## src/rtl/mips_pkg.sv

```systemverilog
// Shared types and constants for the MIPS fetch/decode slice.
package mips_pkg;

  typedef enum logic [1:0] {
    IDLE  = 2'd0,
    FETCH = 2'd1,
    ISSUE = 2'd2
  } fetch_state_t;

  localparam logic [5:0] OP_RTYPE = 6'h00;
  localparam logic [5:0] OP_LW    = 6'h23;
  localparam logic [5:0] OP_SW    = 6'h2B;
  localparam logic [5:0] OP_BEQ   = 6'h04;
  localparam logic [5:0] OP_ADDI  = 6'h08;
  localparam logic [5:0] OP_J     = 6'h02;

  localparam logic [31:0] DEFAULT_RESET_PC = 32'h0000_0000;

endpackage

```

## src/rtl/instr_fetch_if.sv

```systemverilog
// Instruction-memory request/ready handshake between fetch stage and memory.
interface instr_fetch_if;
  logic        imem_req;
  logic [31:0] imem_addr;
  logic [31:0] imem_rdata;
  logic        imem_ready;

  modport master (output imem_req, output imem_addr, input imem_rdata, input imem_ready);
  modport slave  (input imem_req, input imem_addr, output imem_rdata, output imem_ready);
endinterface

```

## src/rtl/pc_next.sv

```systemverilog
// Combinational next-PC select: jump beats taken branch, otherwise fall through.
module pc_next (
  input  logic [31:0] pc_plus4,
  input  logic [31:0] instr,
  input  logic        pc_src,
  input  logic        jump,
  output logic [31:0] next_pc
);

  logic [31:0] jump_target;
  logic [31:0] branch_target;
  logic        unused_opcode;

  // Opcode bits are decoded by the control unit, not here.
  assign unused_opcode = ^instr[31:26];

  assign jump_target   = {pc_plus4[31:28], instr[25:0], 2'b00};
  assign branch_target = pc_plus4 + {{14{instr[15]}}, instr[15:0], 2'b00};

  always_comb begin
    next_pc = pc_plus4;
    if (jump)
      next_pc = jump_target;
    else if (pc_src)
      next_pc = branch_target;
    next_pc[1:0] = 2'b00;
  end

endmodule

```

## src/rtl/instr_fetch.sv

```systemverilog
// Fetch stage: PC register, IDLE/FETCH/ISSUE sequencing and retirement count.
module instr_fetch
  import mips_pkg::*;
#(
  parameter logic [31:0] RESET_PC = DEFAULT_RESET_PC
) (
  input  logic          clk,
  input  logic          rst_n,
  instr_fetch_if.master imem,
  input  logic          pc_src,
  input  logic          jump,
  input  logic          stall,
  output logic [31:0]   instr,
  output logic [5:0]    op,
  output logic [5:0]    funct,
  output logic          instr_valid,
  output logic [31:0]   pc,
  output logic [31:0]   pc_plus4,
  output logic [31:0]   retired
);

  fetch_state_t state_q, state_d;
  logic [31:0]  pc_q, instr_q, retired_q, next_pc;
  logic         load_instr, advance;

  always_comb begin
    state_d    = state_q;
    load_instr = 1'b0;
    advance    = 1'b0;
    unique case (state_q)
      IDLE:  state_d = FETCH;
      FETCH: if (imem.imem_ready) begin
        state_d    = ISSUE;
        load_instr = 1'b1;
      end
      ISSUE: if (!stall) begin
        state_d = FETCH;
        advance = 1'b1;
      end
      default: state_d = IDLE;
    endcase
  end

  // Reset wins over any same-cycle ready or retirement.
  always_ff @(posedge clk) begin
    if (!rst_n) begin
      state_q   <= IDLE;
      pc_q      <= {RESET_PC[31:2], 2'b00};
      instr_q   <= '0;
      retired_q <= '0;
    end else begin
      state_q <= state_d;
      if (load_instr)
        instr_q <= imem.imem_rdata;
      if (advance) begin
        pc_q      <= next_pc;
        retired_q <= retired_q + 32'd1;
      end
    end
  end

  pc_next u_pc_next (
    .pc_plus4 (pc_plus4),
    .instr    (instr_q),
    .pc_src   (pc_src),
    .jump     (jump),
    .next_pc  (next_pc)
  );

  assign pc_plus4       = pc_q + 32'd4;
  assign pc             = pc_q;
  assign instr          = instr_q;
  assign op             = instr_q[31:26];
  assign funct          = instr_q[5:0];
  assign retired        = retired_q;
  assign instr_valid    = (state_q == ISSUE);
  assign imem.imem_req  = (state_q == FETCH);
  assign imem.imem_addr = pc_q;

endmodule

```

## src/flat_wrapper.sv

```systemverilog
// flat-port wrapper written by rule: the top's interface ports become plain ports
module instr_fetch_flat import mips_pkg::*;
#(
  parameter logic [31:0] RESET_PC = DEFAULT_RESET_PC
)
  (clk, rst_n, pc_src, jump, stall, instr, op, funct, instr_valid, pc, pc_plus4, retired, imem_imem_req, imem_imem_addr, imem_imem_rdata, imem_imem_ready);
  instr_fetch_if imem_i ();
  input  logic clk;
  input  logic rst_n;
  input  logic pc_src;
  input  logic jump;
  input  logic stall;
  output logic [31:0] instr;
  output logic [5:0] op;
  output logic [5:0] funct;
  output logic instr_valid;
  output logic [31:0] pc;
  output logic [31:0] pc_plus4;
  output logic [31:0] retired;
  output wire logic [$bits(imem_i.imem_req)-1:0] imem_imem_req;
  output wire logic [$bits(imem_i.imem_addr)-1:0] imem_imem_addr;
  input wire logic [$bits(imem_i.imem_rdata)-1:0] imem_imem_rdata;
  input wire logic [$bits(imem_i.imem_ready)-1:0] imem_imem_ready;
  assign imem_imem_req = imem_i.imem_req;
  assign imem_imem_addr = imem_i.imem_addr;
  assign imem_i.imem_rdata = imem_imem_rdata;
  assign imem_i.imem_ready = imem_imem_ready;
  instr_fetch #(.RESET_PC(RESET_PC)) u_core (.clk(clk), .rst_n(rst_n), .imem(imem_i), .pc_src(pc_src), .jump(jump), .stall(stall), .instr(instr), .op(op), .funct(funct), .instr_valid(instr_valid), .pc(pc), .pc_plus4(pc_plus4), .retired(retired));
endmodule
```

## config.mk

```make
export PLATFORM = sky130hd
export DESIGN_NAME = instr_fetch_flat
export DESIGN_NICKNAME = d
export VERILOG_FILES = /design/src/rtl/mips_pkg.sv /design/src/rtl/instr_fetch_if.sv /design/src/rtl/pc_next.sv /design/src/rtl/instr_fetch.sv /design/src/flat_wrapper.sv
export SDC_FILE = /design/constraint.sdc
export NUM_CORES = 1
export LEC_CHECK = 0
export ABC_AREA = 1
export CAP_MARGIN = 20
export CORE_ASPECT_RATIO = 1.75
export CORE_UTILIZATION = 40
export CTS_CLUSTER_DIAMETER = 100
export DETAILED_ROUTE_END_ITERATION = 8
export PLACE_DENSITY = 0.71
export SETUP_SLACK_MARGIN = 0.15
export SLEW_MARGIN = 20
export SYNTH_ARGS = -nofsm -noshare
export SYNTH_HDL_FRONTEND = slang
export SYNTH_HIERARCHICAL = 1
export SYNTH_SLANG_ARGS = --single-unit
```

## constraint.sdc

```tcl
create_clock -name clk -period 2.6 [get_ports clk]
set_input_delay 0.52 -clock clk [delete_from_list [all_inputs] [get_ports clk]]
set_output_delay 0.52 -clock clk [all_outputs]
set_load 0.01 [all_outputs]
```

; ---- Yosys cells after proc, flatten, opt, wreduce, memory -nomap -nowiden
; Cells that the tools add are included.
; Widths: inputs -> output; s select.
[totals]
word_cells = 22
inputBits = 38
register_bits = 96
output_inout_bits = 174
[classes]
n_eq_ne = 4
muxes = 9
add_sub_neg = 3
n_reduce_logical = 2
[ops]
columns = op, n
row1 = $mux 32, 2
row2 = $add 32x1->32 const B, 1
row3 = $add 32x3->32 const B, 1
row4 = $add 32x32->32, 1
row5 = $pmux 2 s3, 1
row6 = $mux 1, 4
row7 = $mux 2, 2
row8 = $eq 2x1->1 const B, 1
row9 = $eq 2x2->1 const B, 1
row10 = $logic_not 2->1, 1
row11 = $ne 2x1->1 const B, 1
row12 = $ne 2x2->1 const B, 1
row13 = $reduce_and 2->1, 1

; ---- Longest topological paths before layout
[depth]
word_depth = 4
ltp_mapped = 24
mapped_depth_nobuf = 24

; ---- Modules after synthesis
; Netlist, hierarchy kept.
[modules_own_cells]
columns = module, seq_area_each_um2, n_inst, area_each_um2, cells_per_inst
row1 = instr_fetch, 1961.9, 1, 5217.5, 766
row2 = pc_next, 0.0, 1, 2785.2, 567

; ---- Worst setup path after synthesis
; OpenSTA, ideal clock, no wires.
[synth_path]
path_type = flip-flop to flip-flop
startpoint = register u_core.pc_q[3], in the netlist u_core/imem.imem_addr[3]
endpoint = register u_core.pc_q[31], in the netlist u_core/imem.imem_addr[31]
setup_slack_ns = -0.473
synth_period_minus_slack_ns = 3.073
path_buffers = 0
stages_incl_launch_ff = 24
setup_time_ns = 0.119
t_required_ns = 2.481
t_arrival_ns = 2.954
cell_sequence = dfxtp_1 > ha_1 > nand2_1 > inv_1 > nand3_1 > nor2_4 > nand2_1 > nor2_1 > xor2_1 > ha_1 > nand2_1 > inv_1 > nand2_1 > nand2_1 > nand2_1 > nand2_1 > a21oi_1 > nand2_1 > nand2_1 > nand3_1 > nand2_1 > nand2_1 > o21ai_0 > a21oi_1
[synth_via]
elab_chain_cells = 4
[synth_lines]
columns = item, line_no
row1 = "start, declared", instr_fetch.sv:23  ; logic [31:0] pc_q, instr_q, retired_q, next_pc;
row2 = "start signal, assigned", instr_fetch.sv:48  ; pc_q <= {RESET_PC[31:2], 2'b00};
row3 = "start signal, assigned", instr_fetch.sv:56  ; pc_q <= next_pc;
row4 = $add 32x3->32, instr_fetch.sv:70  ; assign pc_plus4 = pc_q + 32'd4;
row5 = via pc_plus4[18], flat_wrapper.sv:18  ; output logic [31:0] pc_plus4;
row6 = $add 32x32->32, pc_next.sv:18  ; assign branch_target = pc_plus4 + {{14{instr[15]}}, instr[15:0], 2'b00};
row7 = $mux 32, pc_next.sv:24  ; else if (pc_src)
row8 = $mux 32, pc_next.sv:22  ; if (jump)
row9 = via u_core.next_pc[31], instr_fetch.sv:23
; The timed path passes the listed nets, and every way through them passes these cells.
; A chain may end at the register's enable or synchronous reset.

; ---- Worst setup path after layout
[layout_path]
startpoint = register u_core.pc_q[3], in the netlist u_core/imem.imem_addr[3]
endpoint = register u_core.pc_q[27], in the netlist u_core/imem.imem_addr[27]
[layout_via]
elab_chain_cells = 4
[layout_lines]
columns = item, line_no
row1 = $add 32x3->32 *, instr_fetch.sv:70
row2 = $add 32x32->32, pc_next.sv:18
row3 = $mux 32 *, pc_next.sv:24
row4 = $mux 32 *, pc_next.sv:22
row5 = via u_core.next_pc[27], instr_fetch.sv:23
; The timed path passes the listed nets; every way through them passes the cells marked *.

==> flow_metrics.py <==
metrics = {
    "synth": {
        "post_synth_fa_ha_maj_area_fraction_pct": 5.10,
        "post_synth_inst_count": 1333,
        "yosysTopAreaCell": "sky130_fd_sc_hd__dfxtp_1",
        "ys_types": 41,
        "muxShareOfSynthArea_pct": 0,
        "seq_area_frac_synth_pct": 24.5,
        "async_reset_ff_share_pct": 0,
        "synth_xor_xnor_area_share_pct": 3.72,
        "yosysWarnings": 6,
        "synth_enable_flop_cells": 0,
        "synth.cell_area_um2": 8000,
        "syn_area_per_cell_um2": 6.00,
        "synth_simple_gate_area_share_pct": 40.1,
        "synth_top_flop_cell": "sky130_fd_sc_hd__dfxtp_1",
        "synth_area_leaders": "sky130_fd_sc_hd__dfxtp_1 (25%), sky130_fd_sc_hd__nand2_1 (17%), sky130_fd_sc_hd__inv_1 (7.6%), sky130_fd_sc_hd__nor2_1 (7.3%), sky130_fd_sc_hd__nand3_1 (6.8%)",
        "synth.ff_latch_count": 98,
        "combinational_family_with_the_most_area_after_synthesis": "simple AND/OR/NAND/NOR gates",
        "synth_largest_type_area_fraction_pct": 24.5,
        "synthesized_area_fraction_occupied_by_ao_oa_aoi_and_oai_cells_pct": 12.2,
    },
    "critical_path": {
        "critical_path_buf_inv_count": 3,
        "worst-r2r-setup-slack_ns": -0.44,
        "critical_path.slowest_cell": "sky130_fd_sc_hd__dfxtp_4",
        "worst-path-stages": 19,
        "setup.worst_path.start": "u_core/imem.imem_addr[3]",
        "critical_path_required_ns": 2.85,
        "critical_path.reg2reg.startpoint": "u_core/imem.imem_addr[3]",
        "rr_endpoint": "u_core/imem.imem_addr[27]",
        "path_class": "register to register",
        "crit_path_cell_trace": "ha_4 > nand2_4 > nor2_1 > inv_2 > nor3_4 > xor2_2 > buf_4 > ha_4 > nand2_2 > nor2_4 > inv_1 > nor3_2 > nand2_1 > nand3_1 > nand3_1 > nand2_1 > nand2_2 > o21ai_2 > a21oi_1",
        "last_element_of_the_critical_path": "u_core/imem.imem_addr[27]",
        "timing.critical_path.fanout_max": 4,
        "ff2ff_path_depth": 19,
        "worst_path_dominant_cell_family": "simple AND/OR/NAND/NOR gates",
        "worst_setup_path_end_kind": "register",
        "crit_path_max_cell_delay_ns": 0.38,
        "critical_path_arrival_ns": 3.29,
        "worstSetupStartpointType": "register",
    },
    "hold_path": {
        "worst_hold_path_depth": 2,
        "worst_hold_class": "register to register",
    },
    "grt": {
        "grt_overflow_total": 0,
        "grt_start_max_net_pins": 37,
        "grt_first_pass_wirelength_um": 54200,
        "grt_pass1_vias": 10326,
        "grt_antenna_before_repair": 0,
        "groute.usage.overall_pct": 35.2,
    },
    "cells_and_area": {
        "multi_input_comb_area_um2": 6470,
        "layout-drive-gt1-share_pct": 35.8,
        "filler_cell_count": 1572,
        "post-route-util_pct": 71.1,
        "num_antenna_cells": 0,
        "area_growth_syn_to_layout_pct": 74.7,
        "finish.net_count": 1802,
        "seqCellArea_um2": 2010,
        "fin_area_um2": 14000,
    },
    "placed_design": {
        "gpl_congestion": 1.00,
        "dpl-instance-area_um2": 11900,
        "portBuffers": 211,
        "detailedPlacementHpwl_um": 27800,
    },
    "floorplanning": {
        "dieWidth_um": 109,
        "dieArea_um2": 20600,
        "floorplan.core_area_um2": 19700,
        "io-pin-count": 212,
        "die_y_um": 189,
        "start_util_pct": 40.7,
        "site_row_count": 68,
    },
    "clock_tree": {
        "cts.sinks": 98,
        "hold_buffers": 0,
        "clock_path_buffers": 2,
        "cts_tree": "built",
        "cts.htree.levels": 3,
        "cts_root_buf": "sky130_fd_sc_hd__clkbuf_16",
        "worst_setup_hold_path_clk_slew_ns": 0.08,
        "clk-insertion-delay-late_ns": 0.36,
        "tritoncts.num_buffers": 9,
    },
    "route": {
        "dr_wl_met3_um": 2200,
        "met2WireLength_um": 18900,
        "drt_wl_total_um": 37000,
        "firstDrtPassIters": 8,
        "routedLengthMet1_um": 12500,
        "post_route_drc_violation_count": 0,
        "highest_layer": "met4",
        "drt_iter0_drc": 666,
        "routed-via-count": 10604,
        "wl_per_cell_um": 18.7,
        "ant_nets": 0,
        "vias_per_cell": 5.35,
    },
    "sta": {
        "setup_viol": 33,
        "slew_viol_final": 0,
        "fin_crit_ns": 3.04,
        "worst_pin_slew_ns": 0.555,
        "clock.fmax_mhz": 329,
        "timing_hold_violations_final": 0,
        "grt_setup_unrepaired": "true",
        "postLayoutSetupSlackWorst_ns": -0.442,
        "final.period_utilization_pct": 117,
        "slew_headroom_pct": 62.9,
        "skew_ns": 0.00922,
    },
    "power_and_ir_drop": {
        "power.static_leakage_nw": 6.20,
        "power.ir.vdd_worst_mv": 0.380,
        "p_per_area_nw_per_um2": 277,
    },
    "run": {
        "maxCapViolCount": 0,
    },
    "run_status": {
        "outcome": "finished with violations",
        "failed_checks": "negative setup slack",
    },
}
## cells by family after synthesis
| group | count (synthesis) |
|---|---|
| xor+xnor | 34 |
| buf+inv | 252 |
| simple gates | 731 |
| compound gates | 185 |
| flops | 98 |
| other cells | 1 |
| fa+ha+maj | 32 |
## power breakdown
part	switching, W	total [W]	internal [W]	leakage [nW]
clock	0.000663	0.00136	0.000698	0.147
sequential	0.0000470	0.00158	0.00153	0.806
combinational	0.000483	0.000931	0.000447	5.25
## per-stage QoR
step / cells / power [W] / setup TNS [ns] / worst slack [ns] / hold WS (ns)
after global routing: 1982 / 0.00400 / -12.02 / -0.562 / 0.502
after global placement: 1924 / 0.00240 / -10.09 / -0.607 / 0.450
after CTS: 1968 / 0.00383 / -5.46 / -0.295 / 0.480
after detailed placement: 1924 / 0.00240 / -10.69 / -0.584 / 0.467
after floorplan: 1334 / 0.00197 / -0.342 / -0.0845 / 0.479
final: 1982 / 0.00387 / -8.46 / -0.442 / 0.484
## sequential cells by signal (all words and copies together) (netlist names)
name,count
u_core/instr,32
u_core/retired,32
u_core/imem.imem_addr,32
u_core/state_q,2
## worst min path at each step
stage / start / to / slack, ns
final: u_core/retired[6] / u_core/retired[6] / 0.48
after detailed placement: u_core/retired[6] / u_core/retired[6] / 0.47
after global placement: u_core/retired[6] / u_core/retired[6] / 0.45
after floorplan: u_core/retired[6] / u_core/retired[6] / 0.48
after CTS: u_core/retired[6] / u_core/retired[6] / 0.48
after global routing: u_core/retired[6] / u_core/retired[6] / 0.50
## cells in the mapped netlist, types with 2 or more instances
cell,number
sky130_fd_sc_hd__clkbuf_1,26
sky130_fd_sc_hd__or2_2,2
sky130_fd_sc_hd__nand3_2,5
sky130_fd_sc_hd__o21ai_1,7
sky130_fd_sc_hd__nor3_1,24
sky130_fd_sc_hd__buf_4,50
sky130_fd_sc_hd__nor2_8,2
sky130_fd_sc_hd__o21ai_2,2
sky130_fd_sc_hd__inv_2,2
sky130_fd_sc_hd__nand2_1,373
sky130_fd_sc_hd__nor2_1,155
sky130_fd_sc_hd__nand3b_1,5
sky130_fd_sc_hd__nand3_1,108
sky130_fd_sc_hd__nor3_2,2
sky130_fd_sc_hd__dfxtp_1,98
sky130_fd_sc_hd__a21oi_1,105
sky130_fd_sc_hd__nand2_4,4
sky130_fd_sc_hd__inv_1,163
sky130_fd_sc_hd__nand2_2,10
sky130_fd_sc_hd__o21ai_0,56
sky130_fd_sc_hd__o21bai_1,7
sky130_fd_sc_hd__buf_2,9
sky130_fd_sc_hd__nor3b_1,2
sky130_fd_sc_hd__xnor2_1,3
sky130_fd_sc_hd__nor2_4,4
sky130_fd_sc_hd__and2_1,3
sky130_fd_sc_hd__nor2_2,7
sky130_fd_sc_hd__ha_1,31
sky130_fd_sc_hd__xor2_1,31
sky130_fd_sc_hd__nand4_1,21
sky130_fd_sc_hd__a21oi_2,6
## per-layer routing
metal  vias to the layer above  global-route usage (%)
met3                       166                    4.78
met5                         -                       0
met1                      4954                    34.5
met4                         0                    29.8
met2                       501                    63.1
li1                       4983                       -
## final cells by class
| class | count | share of cell area [%] |
|---|---|---|
| Multi-Input combinational cell | 984 | 46.3 |
| Sequential cell | 98 | 14.4 |
| Timing Repair Buffer | 473 | 30.5 |
| Inverter | 166 | 4.51 |
| Tap cell | 245 | 2.19 |
| Clock buffer | 10 | 1.71 |
| Clock inverter | 6 | 0.412 |
## placed cells by master (no fill, tap or decap), types with 5 or more instances in the layout
cell                              instances
sky130_fd_sc_hd__nand3_4                  7
sky130_fd_sc_hd__clkdlybuf4s50_1        183
sky130_fd_sc_hd__inv_1                  144
sky130_fd_sc_hd__inv_2                   18
sky130_fd_sc_hd__nor2_1                 121
sky130_fd_sc_hd__a21oi_1                 78
sky130_fd_sc_hd__o21ai_0                 28
sky130_fd_sc_hd__nand2_1                289
sky130_fd_sc_hd__xor2_2                   9
sky130_fd_sc_hd__buf_12                   5
sky130_fd_sc_hd__nor3_4                   6
sky130_fd_sc_hd__nor2_4                  29
sky130_fd_sc_hd__nor2_2                  16
sky130_fd_sc_hd__nand2_4                 23
sky130_fd_sc_hd__a21oi_2                 25
sky130_fd_sc_hd__buf_2                    6
sky130_fd_sc_hd__ha_4                    25
sky130_fd_sc_hd__nand4_1                 21
sky130_fd_sc_hd__ha_1                     5
sky130_fd_sc_hd__nand3_1                 95
sky130_fd_sc_hd__buf_4                  216
sky130_fd_sc_hd__nand3b_1                 5
sky130_fd_sc_hd__dfxtp_4                  9
sky130_fd_sc_hd__dlygate4sd2_1            6
sky130_fd_sc_hd__dfxtp_1                 78
sky130_fd_sc_hd__nor3_1                  10
sky130_fd_sc_hd__xor2_4                   9
sky130_fd_sc_hd__dfxtp_2                 11
sky130_fd_sc_hd__clkbuf_16                9
sky130_fd_sc_hd__nand3_2                 12
sky130_fd_sc_hd__a21oi_4                  8
sky130_fd_sc_hd__o21ai_2                 14
sky130_fd_sc_hd__buf_6                   51
sky130_fd_sc_hd__o21ai_1                 21
sky130_fd_sc_hd__nor3_2                  10
sky130_fd_sc_hd__xor2_1                  13
sky130_fd_sc_hd__o21bai_1                 5
sky130_fd_sc_hd__nand2_2                 73
## tightest hold or removal path: cells and delay by family, from the launching register on
family,cells,cell delay [ns]
flops,1,0.32
compound gates,1,0.06
buf+inv,1,0.06
## timing repair
item / CTS / global route
setup buffers: 28 / 14
gates resized for setup: 354 / 112
pin swaps: 135 / 90
gates cloned: 0 / 0
setup endpoints to repair: 55 / 52
Note: power is estimated with default switching activity, not from simulation.
